`src/rtl/fb_pkg.sv`:
```
// Shared constants, types and the bank address helper for the frame bank manager.
package fb_pkg;

   localparam int FB_NUM_MAX = 8;
   localparam int BANK_W     = 3;
   localparam int ADDR_W     = 32;

   localparam logic [ADDR_W-1:0] DEFAULT_BANK_STRIDE = 32'h0040_0000;

   typedef logic [BANK_W-1:0] bank_t;
   typedef logic [ADDR_W-1:0] addr_t;

   // Byte base of a bank; the sum wraps modulo 2^32 by construction.
   function automatic addr_t bank_addr(input addr_t start, input addr_t stride, input bank_t bank);
      return start + addr_t'(bank) * stride;
   endfunction

endpackage

```
`src/rtl/fb_free_bank_pick.sv`:
```
// Combinational search for the next writer bank: walks W+1, W+2, ... (mod fb_num)
// and returns the first bank that is neither the reader bank nor the latest frame.
module fb_free_bank_pick
   import fb_pkg::*;
(
   input  bank_t             w_bank,
   input  bank_t             r_bank,
   input  bank_t             l_bank,
   input  logic [BANK_W:0]   fb_num,
   output bank_t             next_bank,
   output logic              found
);

   logic [BANK_W:0] sum;
   bank_t           cand;

   // First-match scan; both w_bank and k are below fb_num, so one subtraction wraps the sum.
   always_comb begin
      next_bank = w_bank;
      found     = 1'b0;
      sum       = '0;
      cand      = '0;
      for (int k = 1; k < FB_NUM_MAX; k++) begin
         sum = {1'b0, w_bank} + (BANK_W+1)'(k);
         if (sum >= fb_num) begin
            sum = sum - fb_num;
         end
         cand = sum[BANK_W-1:0];
         if (!found && (k < int'(fb_num)) && (cand != r_bank) && (cand != l_bank)) begin
            next_bank = cand;
            found     = 1'b1;
         end
      end
   end

endmodule

```
`src/rtl/fb_bank_manager.sv`:
```
// Frame bank manager: rotates writer and reader among FB_NUM frame banks,
// tracks the latest complete frame and counts dropped and repeated frames.
module fb_bank_manager
   import fb_pkg::*;
#(
   parameter int              FB_NUM      = 3,
   parameter logic [ADDR_W-1:0] START_ADDR  = 32'h0000_0000,
   parameter logic [ADDR_W-1:0] BANK_STRIDE = DEFAULT_BANK_STRIDE,
   parameter int              CNT_WIDTH   = 16
)
(
   input  logic                  axi_clk,
   input  logic                  axi_clk_rst_n,
   input  logic                  wr_sw,
   input  logic                  rd_sw,
   input  logic                  freeze,
   output logic                  wr_sw_ack,
   output logic                  rd_sw_ack,
   output logic [BANK_W-1:0]     wr_bank,
   output logic [BANK_W-1:0]     rd_bank,
   output logic [ADDR_W-1:0]     wr_start_addr,
   output logic [ADDR_W-1:0]     rd_start_addr,
   output logic                  frame_valid,
   output logic [CNT_WIDTH-1:0]  drop_cnt,
   output logic [CNT_WIDTH-1:0]  repeat_cnt
);

   if ((FB_NUM < 2) || (FB_NUM > FB_NUM_MAX)) begin : g_bad_fb_num
      $error("fb_bank_manager: FB_NUM must be in 2..8");
   end

   if (CNT_WIDTH < 1) begin : g_bad_cnt_width
      $error("fb_bank_manager: CNT_WIDTH must be at least 1");
   end

   localparam bank_t           LAST_BANK = bank_t'(FB_NUM - 1);
   localparam logic [BANK_W:0] FB_NUM_V  = (BANK_W+1)'(FB_NUM);

   logic  wr_sw_q;
   logic  rd_sw_q;
   bank_t l_bank;
   logic  l_valid;

   logic  wr_edge;
   logic  rd_edge;
   bank_t pick_bank;
   logic  pick_found;
   bank_t w_next;
   bank_t r_next;
   bank_t l_next;
   logic  lv_next;
   logic  drop_inc;
   logic  rep_inc;

   assign wr_edge = wr_sw & ~wr_sw_q;
   assign rd_edge = rd_sw & ~rd_sw_q;

   // After a commit L becomes the current W, so W doubles as the latest-frame input.
   fb_free_bank_pick u_pick (
      .w_bank    (wr_bank),
      .r_bank    (rd_bank),
      .l_bank    (wr_bank),
      .fb_num    (FB_NUM_V),
      .next_bank (pick_bank),
      .found     (pick_found)
   );

   // Next bank state: the write commit is resolved first, then the read sees the updated L/Lv.
   always_comb begin
      w_next   = wr_bank;
      r_next   = rd_bank;
      l_next   = l_bank;
      lv_next  = l_valid;
      drop_inc = 1'b0;
      rep_inc  = 1'b0;
      if (wr_edge) begin
         l_next  = wr_bank;
         lv_next = 1'b1;
         if (pick_found) begin
            w_next = pick_bank;
         end else begin
            lv_next  = 1'b0;
            drop_inc = 1'b1;
         end
      end
      if (rd_edge && !freeze) begin
         if (lv_next && (l_next != rd_bank)) begin
            r_next = l_next;
         end else begin
            rep_inc = 1'b1;
         end
      end
   end

   // Request edge registers and acknowledge pulses.
   always_ff @(posedge axi_clk or negedge axi_clk_rst_n) begin
      if (!axi_clk_rst_n) begin
         wr_sw_q   <= 1'b0;
         rd_sw_q   <= 1'b0;
         wr_sw_ack <= 1'b0;
         rd_sw_ack <= 1'b0;
      end else begin
         wr_sw_q   <= wr_sw;
         rd_sw_q   <= rd_sw;
         wr_sw_ack <= wr_edge;
         rd_sw_ack <= rd_edge;
      end
   end

   // Bank state with addresses registered alongside their bank indices.
   always_ff @(posedge axi_clk or negedge axi_clk_rst_n) begin
      if (!axi_clk_rst_n) begin
         wr_bank       <= '0;
         rd_bank       <= LAST_BANK;
         l_bank        <= '0;
         l_valid       <= 1'b0;
         wr_start_addr <= START_ADDR;
         rd_start_addr <= bank_addr(START_ADDR, BANK_STRIDE, LAST_BANK);
      end else begin
         wr_bank       <= w_next;
         rd_bank       <= r_next;
         l_bank        <= l_next;
         l_valid       <= lv_next;
         wr_start_addr <= bank_addr(START_ADDR, BANK_STRIDE, w_next);
         rd_start_addr <= bank_addr(START_ADDR, BANK_STRIDE, r_next);
      end
   end

   // Sticky frame_valid and saturating drop/repeat statistics.
   always_ff @(posedge axi_clk or negedge axi_clk_rst_n) begin
      if (!axi_clk_rst_n) begin
         frame_valid <= 1'b0;
         drop_cnt    <= '0;
         repeat_cnt  <= '0;
      end else begin
         if (wr_edge) begin
            frame_valid <= 1'b1;
         end
         if (drop_inc && (drop_cnt != '1)) begin
            drop_cnt <= drop_cnt + CNT_WIDTH'(1);
         end
         if (rep_inc && (repeat_cnt != '1)) begin
            repeat_cnt <= repeat_cnt + CNT_WIDTH'(1);
         end
      end
   end

endmodule

```
`config.mk`:
```
export PLATFORM = sky130hd
export DESIGN_NAME = fb_bank_manager
export DESIGN_NICKNAME = d
export VERILOG_FILES = /design/src/rtl/fb_pkg.sv /design/src/rtl/fb_free_bank_pick.sv /design/src/rtl/fb_bank_manager.sv
export SDC_FILE = /design/constraint.sdc
export NUM_CORES = 1
export LEC_CHECK = 0
export CORE_MARGIN = 4
export CORE_UTILIZATION = 51
export DETAILED_ROUTE_END_ITERATION = 10
export PLACE_DENSITY = 0.81
export RECOVER_POWER = 100
export SYNTH_ARGS = -nofsm -noshare
export SYNTH_HDL_FRONTEND = slang
export SYNTH_HIERARCHICAL = 1
export SYNTH_SLANG_ARGS = --single-unit
```
`constraint.sdc`:
```
create_clock -name axi_clk -period 6.1 [get_ports axi_clk]
set_input_delay 0.61 -clock axi_clk [delete_from_list [all_inputs] [get_ports axi_clk]]
set_output_delay 0.61 -clock axi_clk [all_outputs]
set_load 0.01 [all_outputs]
```
==> Flow_metrics.wiki, run 1 <==
{| class="wikitable"
! Metric !! Value
|-
| Period Utilization, post-route || 0.8800
|-
| Critical Path Fanout Max || 15
|-
| Residual antenna-violating net count after detailed routing || 0
|-
| Vertical extent of the die || 105.8 um
|-
| Largest net degree at the start of global routing || 48
|-
| Synthesized-area fraction occupied by adder cells || 0.08818
|-
| Sink Count || 47
|-
| Synth Warn # || 6
|-
| Worst vdd ir || 288.5 uV
|-
| Layout Cells excl Fill || 735
|-
| Routability Congestion || 0.9267
|-
| Later-pin clock latency in the skew report || 300 ps
|-
| DR vias || 4057
|-
| Xor/xnor cell area share of the yosys netlist || 0.1215
|-
| Number of cell rows || 35
|-
| Clock period minus final worst setup slack || 5368 ps
|-
| Maximum buffer depth of the clock tree || 2
|-
| Hold Crit Class || register to register
|-
| Part of the Yosys area used for sequential elements || 0.2412
|-
| Kind of start point of the critical path || register
|-
| Total half-perimeter wirelength after legalization and detailed placement || 8.523 mm
|-
| Input/output buffers || 51
|-
| Detailed Route WL || 11.23 mm
|-
| Post-CTS setup buffers || 0
|-
| Total die area || 11200 um2
|-
| Final setup skew || 5.354 ps
|-
| CTS Hold Buffers Added || 0
|-
| Max-cap violations || 1
|-
| Finished Cell Area || 5386 um2
|-
| Die Wd || 105.8 um
|-
| Number of cell instances on the worst register-to-register path || 17
|-
| Setup violations, final || 0
|-
| Main combinational cell family by area after synthesis || compound AO/OA/AOI/OAI gates
|-
| Number of primary I/O pins || 110
|-
| Mapped Area || 4881 um2
|-
| Power density over the cells || 672.6 nW/um2
|-
| Status || finished, violations left
|-
| Mean Syn Cell Area || 8.989 um2
|-
| Fraction of final layout cells with drive strength greater than 1 || 0.07591
|-
| Proportion of total power due to net switching || 0.5119
|-
| Number of levels the H-tree was split into || 2
|-
| Hold violation total from the final report || 0
|-
| First-pass detailed-route iteration total || 5
|-
| Switching component of the power || 1.855 mW
|-
| Post-route DRC violation count || 0
|-
| Max-slew violations || 48
|-
| Complex-gate fraction of the synthesized area || 0.1935
|-
| Violated checks || capacitance limit, slew limit
|-
| Final antenna diode count || 0
|-
| Number of placed cells counting well taps || 727
|-
| Post-synthesis simple-gate area fraction || 0.1825
|-
| Async set-or-reset flop fraction in the synthesized netlist || 1.000
|-
| Actual transition at the worst max-transition pin || 2404 ps
|-
| WP data required || 6290 ps
|-
| Synthesis-to-layout area growth || 10.36%
|-
| Worst EP arrival || 5550 ps
|-
| Total Neg Setup Slack || 0 ps
|-
| Via count of the first global-routing pass || 3984
|-
| Number of buffers created by CTS || 5
|-
| CTS clk-pin slew, worst paths || 90 ps
|-
| Post-cts resize count || 0
|-
| Max_slew headroom || -0.6030
|-
| Mux share of post-synthesis cell area || 0.04102
|-
| P_int || 1.768 mW
|-
| Unrepaired setup endpoints after global routing || no
|-
| Setup Crit Path Kind || register to register
|-
| Max Freq || 186.3 MHz
|-
| Post-synth EDFFs || 0
|-
| Placed inst area || 5304 um2
|-
| Dominant register cell in the synthesized netlist || sky130_fd_sc_hd__dfrtp_1
|-
| Routed length per placed instance || 15.27 um
|-
| Number of antenna violations at the first check in global routing || 0
|-
| Effective utilization at floorplan || 0.5257
|-
| Starting DRC count in detailed routing || 223
|-
| Overall Global Routing Usage || 0.2000
|-
| Wire length of the first global-routing pass || 18.77 mm
|-
| Per-cell via count in the routed design || 5.520
|-
| Relative contribution of sequential cells to total power || 0.128
|-
| Library cell used as clock root buffer || sky130_fd_sc_hd__clkbuf_8
|-
| Number of nets at the end of the flow || 642
|-
| Number of distinct library cells after synthesis || 90
|-
| Core utilization of the finished layout || 0.5802
|-
| Hold Path Cell Cnt || 1
|-
| Placeable core area || 9284 um2
|-
| Share of power burned in the clock network || 0.065
|-
| Clock tree from TritonCTS || built
|-
| Leak || 2.456 nW
|-
| Gate Count Post-Synth || 543
|-
| Setup crit end kind || register
|-
| Synthesized flop and latch total || 47
|-
| Overflow left after global routing || 0
|-
| Part of the power in combinational logic || 0.807
|}
==> final cells by class <==
cell class	instances	area (um2)
Sequential cell	47	1177
Clock buffer	6	82.58
Timing Repair Buffer	54	526.8
Clock inverter	2	38.79
Fill cell	852	3897
Inverter	22	83.83
Multi-Input combinational cell	475	3316
Tap cell	129	161.4
==> power groups by stage <==
stage,logic (mW),clock network (mW),registers [mW]
after floorplan,2.39,0,0.454
after global placement,2.76,0,0.466
after detailed placement,2.86,0,0.471
after CTS,2.87,0.244,0.466
after global routing,3.18,0.259,0.474
final,2.92,0.237,0.462
==> critical path, stage by stage (launching register included) <==
cell and delay, ps:
sky130_fd_sc_hd__dfrtp_1 360, sky130_fd_sc_hd__inv_1 180, sky130_fd_sc_hd__ha_1 430, sky130_fd_sc_hd__inv_1 160
sky130_fd_sc_hd__fa_1 560, sky130_fd_sc_hd__a21oi_1 450, sky130_fd_sc_hd__nor3_1 170, sky130_fd_sc_hd__or3_1 370
sky130_fd_sc_hd__a221oi_2 390, sky130_fd_sc_hd__o21ai_0 310, sky130_fd_sc_hd__o211ai_1 590, sky130_fd_sc_hd__nor2b_4 120
sky130_fd_sc_hd__nand2_1 160, sky130_fd_sc_hd__nand2_1 140, sky130_fd_sc_hd__nand2_1 170, sky130_fd_sc_hd__o31ai_4 180
sky130_fd_sc_hd__nand3_1 180, sky130_fd_sc_hd__mux2_1 340
==> routing by layer <==
layer | vias up | track usage | share of wire
li1 | 1934 | - | -
met1 | 1950 | 0.2679 | 0.45
met2 | 152 | 0.3315 | 0.46
met3 | 21 | 0.02939 | 0.064
met4 | 0 | 0.06568 | 0.019
met5 | - | 0 | 0
==> cell families (layout without fill, tap and decap cells) <==
kind of cell	count (synthesis)	count (layout)
AND/OR/NAND/NOR	164	164
AO/OA/AOI/OAI	118	118
buffers and inverters	97	84
XOR/XNOR	66	66
flip-flops	47	47
adder cells (fa/ha/maj)	32	32
multiplexers	17	17
other	2	78
==> per-stage QoR <==
stage	worst slack (ps)	hold slack [ps]	total power, mW
after global routing	329.5	468.7	3.912
after floorplan	1256	314.4	2.840
final	731.8	428.7	3.623
after global placement	1162	412.1	3.222
after detailed placement	1012	421.1	3.328
after CTS	1008	430.8	3.582
==> path summary, 6_finish.rpt <==
check | startpoint | end | slack (ps)
hold / removal | rd_sw_q | rd_sw_ack | 430
min in group asynchronous | axi_clk_rst_n | repeat_cnt[7] | 1030
setup / recovery | wr_start_addr[23] | repeat_cnt[1] | 730
setup reg to reg | wr_start_addr[23] | repeat_cnt[1] | 730
max in group asynchronous | axi_clk_rst_n | drop_cnt[14] | 3700
hold reg to reg | rd_sw_q | rd_sw_ack | 430
==> cells in the final DEF, fill, tap and decap left out, types with 4 or more instances in the layout <==
cell	n
sky130_fd_sc_hd__a21o_1	8
sky130_fd_sc_hd__a21oi_1	19
sky130_fd_sc_hd__a31oi_1	4
sky130_fd_sc_hd__and2_1	4
sky130_fd_sc_hd__and3_1	6
sky130_fd_sc_hd__and4_1	4
sky130_fd_sc_hd__clkbuf_8	6
sky130_fd_sc_hd__clkdlybuf4s50_1	4
sky130_fd_sc_hd__conb_1	78
sky130_fd_sc_hd__dfrtp_1	46
sky130_fd_sc_hd__dlygate4sd3_1	46
sky130_fd_sc_hd__fa_1	4
sky130_fd_sc_hd__ha_1	28
sky130_fd_sc_hd__inv_1	19
sky130_fd_sc_hd__mux2_1	7
sky130_fd_sc_hd__mux2_2	8
sky130_fd_sc_hd__nand2_1	38
sky130_fd_sc_hd__nand2b_1	7
sky130_fd_sc_hd__nand3_1	22
sky130_fd_sc_hd__nand4_1	17
sky130_fd_sc_hd__nor2_1	24
sky130_fd_sc_hd__nor2b_1	5
sky130_fd_sc_hd__nor3_1	12
sky130_fd_sc_hd__o211ai_1	4
sky130_fd_sc_hd__o21a_1	6
sky130_fd_sc_hd__o21ai_0	19
sky130_fd_sc_hd__o21ai_1	4
sky130_fd_sc_hd__o32a_1	5
sky130_fd_sc_hd__or2_2	4
sky130_fd_sc_hd__or3_1	5
sky130_fd_sc_hd__xnor2_1	45
sky130_fd_sc_hd__xor2_1	19
==> flip-flops by register name, summed over array words and instances, names as in the netlist <==
signal / flops
drop_cnt: 16
repeat_cnt: 16
rd_sw_q: 1
l_valid: 1
wr_sw_ack: 1
rd_start_addr: 3
l_bank: 3
rd_sw_ack: 1
frame_valid: 1
wr_sw_q: 1
wr_start_addr: 3
==> Yosys cell counts (17+ instances only) <==
| library cell | number | area (um2) |
|---|---|---|
| sky130_fd_sc_hd__xnor2_1 | 45 | 394.1 |
| sky130_fd_sc_hd__xor2_1 | 19 | 166.4 |
| sky130_fd_sc_hd__buf_4 | 68 | 510.5 |
| sky130_fd_sc_hd__nand3_1 | 21 | 105.1 |
| sky130_fd_sc_hd__nor2_1 | 24 | 90.09 |
| sky130_fd_sc_hd__dfrtp_1 | 46 | 1151 |
| sky130_fd_sc_hd__inv_1 | 19 | 71.32 |
| sky130_fd_sc_hd__o21ai_0 | 18 | 90.09 |
| sky130_fd_sc_hd__ha_1 | 28 | 350.3 |
| sky130_fd_sc_hd__a21oi_1 | 18 | 90.09 |
| sky130_fd_sc_hd__nand4_1 | 17 | 106.4 |
| sky130_fd_sc_hd__nand2_1 | 38 | 142.6 |
(Power assumes the default switching activity.)
==> run 2, diff against run 1 <==
- ABC_CLOCK_PERIOD_IN_PS: default -> 6100
- CAP_MARGIN: default -> 15
==> results of run 2 <==
The final DEF is identical to that of run 1; final timing and power are the same.
==> run 3, diff against run 2 <==
- CORE_MARGIN: 4 -> 8
- SKIP_LAST_GASP: default -> 1
==> run 3 against run 2 <==
The run still ends with capacitance limit, slew limit left; hold slack is essentially flat; count of clock-buffer cells in the layout is the same; wire length rose by 4.8%; sequential share of layout area barely moved; clock skew grew 3.7 ps; utilization is 0.11 points lower; combinational power about the same; non-clock buffer count grew 1; via count is 1.1% lower; sequential power decreased by 0.9%; clock power shrank 5%; critical path depth increased by 1; critical path type unchanged; largest power group unchanged; highest routed layer unchanged.
==> Flow_metrics.wiki, run 3 (same netlist as run 1, synthesis figures left out) <==
{| class="wikitable"
! Metric !! Value
|-
| Total half-perimeter wirelength after legalization and detailed placement || 9.106 mm (+6.8%)
|-
| Critical Path Fanout Max || 12 (-3)
|-
| Share of power burned in the clock network || 0.062 (-0.003)
|-
| Reg2Reg Setup Slack || 750 ps (+20 ps)
|-
| Hold Crit Class || register to register
|-
| Switching component of the power || 1.868 mW (+0.73%)
|-
| CTS clk-pin slew, worst paths || 90 ps (about the same)
|-
| Final setup skew || 9.007 ps (+3.653 ps)
|-
| Via count of the first global-routing pass || 3962 (-0.55%)
|-
| Final antenna diode count || 0 (unchanged)
|-
| Worst EP arrival || 5580 ps (+30 ps)
|-
| Residual antenna-violating net count after detailed routing || 0 (unchanged)
|-
| Vertical extent of the die || 113.8 um (+7.6%)
|-
| Status || finished, violations left
|-
| Sink Count || 47 (unchanged)
|-
| Max-cap violations || 1 (unchanged)
|-
| DR vias || 4013 (-1.1%)
|-
| Post-cts resize count || 0 (unchanged)
|-
| Count of filler cells inserted in the layout || 850 (-0.23%)
|-
| Max Freq || 186.9 MHz (+0.31%)
|-
| CTS Hold Buffers Added || 0 (unchanged)
|-
| Biggest registers after layout || drop_cnt x16, repeat_cnt x16
|-
| Overall Global Routing Usage || 0.1769 (-0.02313)
|-
| Relative contribution of sequential cells to total power || 0.126 (-0.002)
|-
| Number of antenna violations at the first check in global routing || 0 (unchanged)
|-
| Most frequent cells in the layout || 78 x sky130_fd_sc_hd__conb_1, 46 x sky130_fd_sc_hd__dfrtp_1, 45 x sky130_fd_sc_hd__xnor2_1, 45 x sky130_fd_sc_hd__dlygate4sd3_1, 38 x sky130_fd_sc_hd__nand2_1
|-
| Max_slew headroom || -0.6452 (-0.04226)
|-
| Total die area || 12960 um2 (+16%)
|-
| Effective utilization at floorplan || 0.5257 (unchanged)
|-
| Total Neg Setup Slack || 0 ps (unchanged)
|-
| Number of levels the H-tree was split into || 2 (unchanged)
|-
| Period Utilization, post-route || 0.8773 (-0.002711)
|-
| Commonest non-fill, non-tap cell in the layout || sky130_fd_sc_hd__conb_1
|-
| Overflow left after global routing || 0 (unchanged)
|-
| Post-CTS setup buffers || 0 (unchanged)
|-
| Post-route DRC violation count || 0 (unchanged)
|-
| Leak || 2.445 nW (-0.45%)
|-
| Detailed Route WL || 11.76 mm (+4.8%)
|-
| P_int || 1.757 mW (-0.65%)
|-
| Kind of start point of the critical path || register
|-
| Clock period minus final worst setup slack || 5352 ps (-16.54 ps)
|-
| Fraction of final layout cells with drive strength greater than 1 || 0.07578 (-0.0001251)
|-
| Worst slack at placement || 1055 ps (+43.12 ps)
|-
| Start of the worst register-to-register path || wr_start_addr[22]
|-
| Max-slew violations || 48 (unchanged)
|-
| Number of primary I/O pins || 110 (unchanged)
|-
| Unrepaired setup endpoints after global routing || no
|-
| Crit Reg-Reg Endpoint || drop_cnt[14]
|-
| Later-pin clock latency in the skew report || 300 ps (about the same)
|-
| Setup crit end kind || register
|-
| Worst hold start || rd_sw_q
|-
| Proportion of total power due to net switching || 0.5154 (+0.003436)
|-
| Actual transition at the worst max-transition pin || 2468 ps (+63.38 ps)
|-
| Setup Crit Path Kind || register to register
|-
| Wire length of the first global-routing pass || 19.04 mm (+1.4%)
|-
| Placeable core area || 9284 um2 (unchanged)
|-
| Per-cell via count in the routed design || 5.452 (-1.2%)
|-
| Number of cell rows || 35 (unchanged)
|-
| Setup violations, final || 0 (unchanged)
|-
| Number of buffers created by CTS || 5 (unchanged)
|-
| Number of cell instances on the worst register-to-register path || 18 (+1)
|-
| Worst-case hold path end point || rd_sw_ack
|-
| Library cell used as clock root buffer || sky130_fd_sc_hd__clkbuf_8
|-
| Power density over the cells || 674.2 nW/um2 (+0.24%)
|-
| Post-route worst setup slack || 748.3 ps (+16.54 ps)
|-
| WP data required || 6320 ps (+30 ps)
|-
| Violated checks || capacitance limit, slew limit
|-
| Routability Congestion || 0.9374 (+1.2%)
|-
| Routed length per placed instance || 15.98 um (+4.7%)
|-
| Worst vdd ir || 289.7 uV (+0.40%)
|-
| Starting DRC count in detailed routing || 236 (+5.8%)
|-
| Number of nets at the end of the flow || 643 (+0.16%)
|-
| Largest net degree at the start of global routing || 48 (unchanged)
|-
| Maximum buffer depth of the clock tree || 2 (unchanged)
|-
| Clock tree from TritonCTS || built
|-
| Hold violation total from the final report || 0 (unchanged)
|-
| First-pass detailed-route iteration total || 4 (-1)
|-
| Input/output buffers || 51 (unchanged)
|-
| Hold Path Cell Cnt || 1 (unchanged)
|-
| Synthesis-to-layout area growth || 10.15%
|-
| Die Wd || 113.8 um (+7.6%)
|-
| Part of the power in combinational logic || 0.811 (+0.004)
|}
-- run 3: changes by cell type in the layout (fill, tap and decap cells not counted), sizes merged --
cell | before | now
clkdlybuf4s50 | 4 | 5
inv | 21 | 20
buf | 3 | 2
clkbuf | 7 | 9
clkinvlp | 1 | 2
dlygate4sd3 | 46 | 45
-- run 3: worst max path at each step --
stage / startpoint / to / slack, ps
after global placement: wr_start_addr[22] / drop_cnt[14] / 1260
after global routing: wr_start_addr[22] / repeat_cnt[1] / 440
final: wr_start_addr[22] / drop_cnt[14] / 750
after CTS: wr_start_addr[22] / drop_cnt[14] / 1040
after detailed placement: wr_start_addr[22] / drop_cnt[14] / 1060
after floorplan: wr_start_addr[22] / drop_cnt[14] / 1260
-- run 3: layer usage --
metal / up-vias / GRT usage / share of wire
met3: 24 / 0.03856 / 0.082
met1: 1892 / 0.2078 / 0.42
met2: 158 / 0.3097 / 0.48
met5: - / 0 / 0
met4: 0 / 0.06211 / 0.022
li1: 1939 / - / -
-- run 3: worst max-delay path: stages, from the launching register on --
cell and delay (ps):
sky130_fd_sc_hd__dfrtp_1 350, sky130_fd_sc_hd__clkbuf_1 520, sky130_fd_sc_hd__ha_1 340, sky130_fd_sc_hd__xnor2_2 190, sky130_fd_sc_hd__inv_1 80, sky130_fd_sc_hd__ha_1 350
sky130_fd_sc_hd__nand2_1 90, sky130_fd_sc_hd__a21oi_1 400, sky130_fd_sc_hd__nor3_1 130, sky130_fd_sc_hd__or3_1 380, sky130_fd_sc_hd__a221oi_2 360, sky130_fd_sc_hd__or3b_1 290
sky130_fd_sc_hd__o211ai_2 220, sky130_fd_sc_hd__nor2b_4 220, sky130_fd_sc_hd__nand2_1 120, sky130_fd_sc_hd__or4_1 560, sky130_fd_sc_hd__or3_1 400, sky130_fd_sc_hd__nor2_1 130
sky130_fd_sc_hd__xor2_1 140
-- run 3: power groups by stage --
| stage | clock, mW | combinational [mW] | sequential (mW) |
|---|---|---|---|
| floorplan | 0 | 2.39 | 0.454 |
| global placement | 0 | 2.77 | 0.463 |
| detailed placement | 0 | 2.87 | 0.467 |
| CTS | 0.232 | 2.89 | 0.462 |
| global route | 0.243 | 3.19 | 0.469 |
| finish | 0.226 | 2.94 | 0.458 |
-- run 3: through the flow --
stage	cell area [um2]	hold WS, ps	util	cells	total power, mW
final	5376	429.0	0.5791	736	3.625
after global routing	5376	461.9	0.5791	736	3.901
after CTS	5421	433.5	0.5840	736	3.589
after detailed placement	5311	420.8	0.5721	728	3.340
after global placement	5311	410.8	0.5721	728	3.233
after floorplan	5166	314.4	-	619	2.840
-- run 3: area by class of cell --
type / instances / area, um2 / area share
multi-input cells: 475 / 3317 / 0.6169
flip-flops and latches: 47 / 1177 / 0.2190
repair buffers: 55 / 526.8 / 0.09798
well taps: 129 / 161.4 / 0.03002
inverters: 22 / 83.83 / 0.01559
clock buffers: 6 / 72.57 / 0.01350
clock inverters: 2 / 37.54 / 0.006982
